File: src/rtl/cnn_seq_pkg.sv
// cnn_seq_pkg: state encoding and default watchdog limit shared by the layer sequencer.
package cnn_seq_pkg;
    localparam logic [2:0] ST_IDLE    = 3'd0;
    localparam logic [2:0] ST_S1_GO   = 3'd1;
    localparam logic [2:0] ST_S1_WAIT = 3'd2;
    localparam logic [2:0] ST_S2_GO   = 3'd3;
    localparam logic [2:0] ST_S2_WAIT = 3'd4;
    localparam logic [2:0] ST_FINISH  = 3'd5;
    localparam logic [2:0] ST_ERR     = 3'd6;
    localparam int SEQ_TIMEOUT = 4096;
endpackage

File: src/rtl/seq_watchdog.sv
// seq_watchdog: per-wait cycle counter, flags expiry after TIMEOUT-1 waiting cycles.
// Only built when SEQ_WATCHDOG_EN is defined.
`ifdef SEQ_WATCHDOG_EN
module seq_watchdog import cnn_seq_pkg::*; #(
    parameter int TIMEOUT = SEQ_TIMEOUT
) (
    input  logic clk,
    input  logic rst_n,
    input  logic clr,
    input  logic en,
    output logic expired
);
    localparam int W = TIMEOUT > 2 ? $clog2(TIMEOUT) : 1;
    localparam logic [W-1:0] LIMIT = W'(TIMEOUT - 1);
    logic [W-1:0] cnt;
    always_ff @(posedge clk or negedge rst_n) begin
        if (!rst_n) cnt <= '0;
        else if (clr) cnt <= '0;
        else if (en && cnt != LIMIT) cnt <= cnt + W'(1);
    end
    assign expired = en && cnt == LIMIT;
endmodule
`endif

File: src/rtl/cnn_layer_sequencer.sv
// cnn_layer_sequencer: launches stage 1 once per filter, then stage 2 once per frame, for a multi-frame job.
// Define SEQ_WATCHDOG_EN to guard every wait with seq_watchdog and enable the ERR state.
module cnn_layer_sequencer import cnn_seq_pkg::*; #(
    parameter int N        = 4,
    parameter int FRAMES_W = 8,
    parameter int TIMEOUT  = SEQ_TIMEOUT
) (
    input  logic                                  clk,
    input  logic                                  rst_n,
    input  logic                                  start,
    input  logic [FRAMES_W-1:0]                   num_frames,
    output logic                                  stage1_start,
    input  logic                                  stage1_done,
    output logic                                  stage2_start,
    input  logic                                  stage2_done,
    output logic [(N > 1 ? $clog2(N) : 1)-1:0]    filter_idx,
    output logic [FRAMES_W-1:0]                   frame_idx,
    output logic                                  busy,
    output logic                                  done,
    output logic                                  error
);
    localparam int FW = N > 1 ? $clog2(N) : 1;
    localparam logic [FW-1:0] LAST_FILTER = FW'(N - 1);
    logic [2:0] state, state_nx;
    logic [FRAMES_W-1:0] frames, last_frame;
    logic accept, expired;
    assign accept     = start && (state == ST_IDLE || state == ST_ERR);
    assign last_frame = frames - FRAMES_W'(1);
    always_comb begin
        state_nx = state;
        case (state)
            ST_IDLE, ST_ERR: if (start) state_nx = num_frames != '0 ? ST_S1_GO : ST_FINISH;
            ST_S1_GO:   state_nx = ST_S1_WAIT;
            ST_S1_WAIT: state_nx = stage1_done ? (filter_idx == LAST_FILTER ? ST_S2_GO : ST_S1_GO)
                                 : expired ? ST_ERR : state;
            ST_S2_GO:   state_nx = ST_S2_WAIT;
            ST_S2_WAIT: state_nx = stage2_done ? (frame_idx == last_frame ? ST_FINISH : ST_S1_GO)
                                 : expired ? ST_ERR : state;
            default:    state_nx = ST_IDLE;
        endcase
    end
    always_ff @(posedge clk or negedge rst_n) begin
        if (!rst_n) begin
            state      <= ST_IDLE;
            frames     <= '0;
            filter_idx <= '0;
            frame_idx  <= '0;
        end else begin
            state <= state_nx;
            if (accept && num_frames != '0) begin
                frames     <= num_frames;
                filter_idx <= '0;
                frame_idx  <= '0;
            end else if (state == ST_S1_WAIT && stage1_done && filter_idx != LAST_FILTER) begin
                filter_idx <= filter_idx + FW'(1);
            end else if (state == ST_S2_WAIT && stage2_done && frame_idx != last_frame) begin
                frame_idx  <= frame_idx + FRAMES_W'(1);
                filter_idx <= '0;
            end
        end
    end
    assign stage1_start = state == ST_S1_GO;
    assign stage2_start = state == ST_S2_GO;
    assign done         = state == ST_FINISH;
    assign busy         = !(state == ST_IDLE || state == ST_FINISH || state == ST_ERR);
`ifdef SEQ_WATCHDOG_EN
    seq_watchdog #(.TIMEOUT(TIMEOUT)) u_watchdog (
        .clk     (clk),
        .rst_n   (rst_n),
        .clr     (stage1_start || stage2_start),
        .en      (state == ST_S1_WAIT || state == ST_S2_WAIT),
        .expired (expired)
    );
    assign error = state == ST_ERR;
`else
    localparam int unused_timeout = TIMEOUT;
    assign expired = 1'b0;
    assign error   = 1'b0;
`endif
endmodule

File: config.mk
export PLATFORM = sky130hd
export DESIGN_NAME = cnn_layer_sequencer
export DESIGN_NICKNAME = d
export VERILOG_FILES = /design/src/rtl/cnn_seq_pkg.sv /design/src/rtl/seq_watchdog.sv /design/src/rtl/cnn_layer_sequencer.sv
export SDC_FILE = /design/constraint.sdc
export NUM_CORES = 1
export LEC_CHECK = 0
export BUFFER_PORTS_ARGS = -buffer_cell sky130_fd_sc_hd__buf_2
export CAP_MARGIN = 10
export CORE_MARGIN = 2
export CORE_UTILIZATION = 54
export CTS_CLUSTER_SIZE = 10
export DETAILED_ROUTE_END_ITERATION = 7
export PLACE_DENSITY = 0.78
export SYNTH_ARGS = -nofsm -noshare
export SYNTH_HDL_FRONTEND = slang
export SYNTH_SLANG_ARGS = --single-unit
File: constraint.sdc
create_clock -name clk -period 3.12 [get_ports clk]
set_input_delay 0.468 -clock clk [delete_from_list [all_inputs] [get_ports clk]]
set_output_delay 0.468 -clock clk [all_outputs]
set_load 0.02 [all_outputs]
==> impl_metrics.ini <==
[clock_network]
cts_resized = 0
cts_root_buf = clkbuf_4
hold_buffers = 0
clkLatencyLatePin_ps = 300
clk_pin_slew_ps = 120
cts_inserted_buffers = 3
cts_max_level = 1
cts_sinks = 21
cts_setup_buffers = 0
cts_tree = built
clockBufferDepth = 2

[synthesis]
ys_seq_elements = 21
synth_area_leaders = dfrtp_1 37%, mux2_2 4.8%, xor2_1 4.3%, nand2_1 3.7%, ha_1 2.7%
synthMuxAreaShare_pct = 7.28
synthCells = 151
synth_flop_cell = dfrtp_1
synth_area_sq_um = 1410
synthArstFlopShare_pct = 100
syn_nets = 167
synth.most_common_cell = dfrtp_1
synth.avg_cell_area_sq_um = 9.34
synth_top_area_share_pct = 37.3
synth_edf_count = 0
synthXorXnorAreaFrac_pct = 6.21
synth_cell_types = 49
synth-simple-area-share_pct = 22.1
synth_compound_area_share_pct = 19.0
yosys-top-cells-count = 21 x dfrtp_1, 14 x nand2_1, 9 x nor2_1
synth_top_family_by_area = simple AND/OR/NAND/NOR gates
yosys_warnings = 0
ys_seq_area_share_pct = 37.3
synth_fa_ha_area_share_pct = 2.66
yosysTopAreaCell = dfrtp_1

[layout]
n_antenna_cell = 0
final_area_sq_um = 1560
drive_gt1_share_pct = 27.5
nets = 188
area.growth.synth_to_final_pct = 10.6

[setup_path]
worstReg2RegStart = frames[0]$_DFFE_PN0P_
required_ps = 3310
ff2ff_path_depth = 8
arrival_ps = 2830
cp_cell_sequence = inv_1, ha_1, o21ba_2, a221oi_1, a41oi_1, a211oi_4, nor2b_2, mux2_4
cp_slowest_cell = a211oi_4
ff2ff_setup_slack_ps = 480
critPathLaunchType = flop
worst_setup_path_end_kind = flop
startpoint = frames[0]$_DFFE_PN0P_
r2r_end = frame_idx[1]$_DFFE_PN0P_
path_max_fanout = 14
cp_slowest_stage_delay_ps = 540
critical_path_class = reg -> reg

[sta]
tightest_slew_ps = 541
rsz0062_at_grt = no
setup_violations = 0
period_share_pct = 84.6
finalHoldViolCount = 0
drv_slew = 0
fin_tns_setup_ps = 0
min_period_ps = 2640
fmax_ghz = 0.379
skew_ps = 6.10
whs_ps = 105
maxSlewHeadroom_pct = 63.8

[detailed_routing]
ant_nets = 0
drc = 0
drtPass1Iterations = 4
routed_wl_um = 3000
vias = 1188
vias_per_cell = 5.91
wl_per_cell_um = 14.9
drt_iter0_drc = 34

[pwr]
p_per_area_nw_per_um2 = 832
p_leak_nw = 0.702
vdd_drop_max_mv = 0.714

[placement]
dp_hpwl_um = 2280
finalWeightedCongestion = 0.923
portBuffers = 26
placed_area_sq_um = 1530

[die]
die_area_sq_um = 3040
start_util_pct = 56.9
die_w_um = 55.1
die_h_um = 55.1
fp.coreArea_sq_um = 2480
rows = 18
ios = 28

[run_status]
status = finished, final reports clean

[global_route]
grt_use_total_pct = 22.7
grt_max_degree = 22
first_global_vias = 1080
grt_pass1_wl_um = 4910
grt_antenna_before_repair = 0
overflow = 0

[hold_path]
hold_class = in -> async

[run]
drv_cap = 0
## how the worst max path moves through the flow
stage	end	slack [ps]	cells after the start
5_1_grt	frame_idx[1]$_DFFE_PN0P_	250	8
4_1_cts	frame_idx[1]$_DFFE_PN0P_	490	8
3_3_place_gp	frame_idx[1]$_DFFE_PN0P_	640	8
3_5_place_dp	frame_idx[1]$_DFFE_PN0P_	510	8
2_1_floorplan	frame_idx[1]$_DFFE_PN0P_	910	9
6_report	frame_idx[1]$_DFFE_PN0P_	480	8
## cells by family (layout without fill, tap and decap cells)
family                   after synthesis  after routing
adder cells (fa/ha/maj)                3              3
buffers and inverters                 15             35
other                                  1              1
multiplexers                           9              9
XOR/XNOR                              10             10
flip-flops                            21             21
AND/OR/NAND/NOR                       56             56
AO/OA/AOI/OAI                         36             36
## area by class of cell
type	count	area, sq um
well taps	30	37.5
inverters	4	15.0
fillers	227	918
flip-flops and latches	21	526
clock buffers	4	26.3
multi-input cells	115	817
repair buffers	27	138
## per-layer routing
| layer | global-route usage [%] | wire length (um) |
|---|---|---|
| met5 | 0 | 0 |
| met4 | 6.50 | 15 |
| met3 | 3.23 | 103 |
| met2 | 37.9 | 1530 |
| met1 | 30.5 | 1350 |
## flip-flops by register name (all words and copies together) (netlist names)
name and flops:
frames 8, frame_idx 8, state 3, filter_idx 2
## power by group
group,total (mW),switching (mW),internal (mW),leakage [nW]
combinational,0.649,0.353,0.296,0.415
sequential,0.519,0.160,0.359,0.272
clock,0.129,0.0791,0.0497,0.0150
total,1.30,0.592,0.705,0.702
## critical path, delay by kind of cell, from the launching register on
kind                       cells  cell delay [ps]
muxes                          1              330
buffers and inverters          1               90
and+or+nand+nor                1              160
DFF                            1              470
AOI/OAI and AO/OA              4             1180
adders and majority gates      1              310
## stage by stage
stage	util [%]	power [mW]	std cells	worst slack (ps)
finish	62.9	1.30	201	479
global route	62.9	1.41	201	251
CTS	62.9	1.30	201	493
detailed placement	61.9	1.17	197	507
global placement	61.9	1.14	197	642
floorplan	-	1.01	151	906
## cells in the final DEF, fill, tap and decap left out, types with 2 or more instances in the layout
master	n
a211oi_1	2
a21oi_1	7
and3_1	5
buf_2	26
clkbuf_4	3
dfrtp_1	21
ha_1	3
inv_1	4
mux2_2	6
mux2i_1	2
nand2_1	14
nand2b_1	4
nand3_1	6
nand4_1	3
nor2_1	9
nor2b_1	2
nor3_1	3
o211ai_1	3
o21ai_0	3
o21ai_1	3
o22ai_1	2
o31ai_1	4
or3_2	2
or4_1	3
xnor2_1	3
xor2_1	7
(Power assumes the default switching activity.)
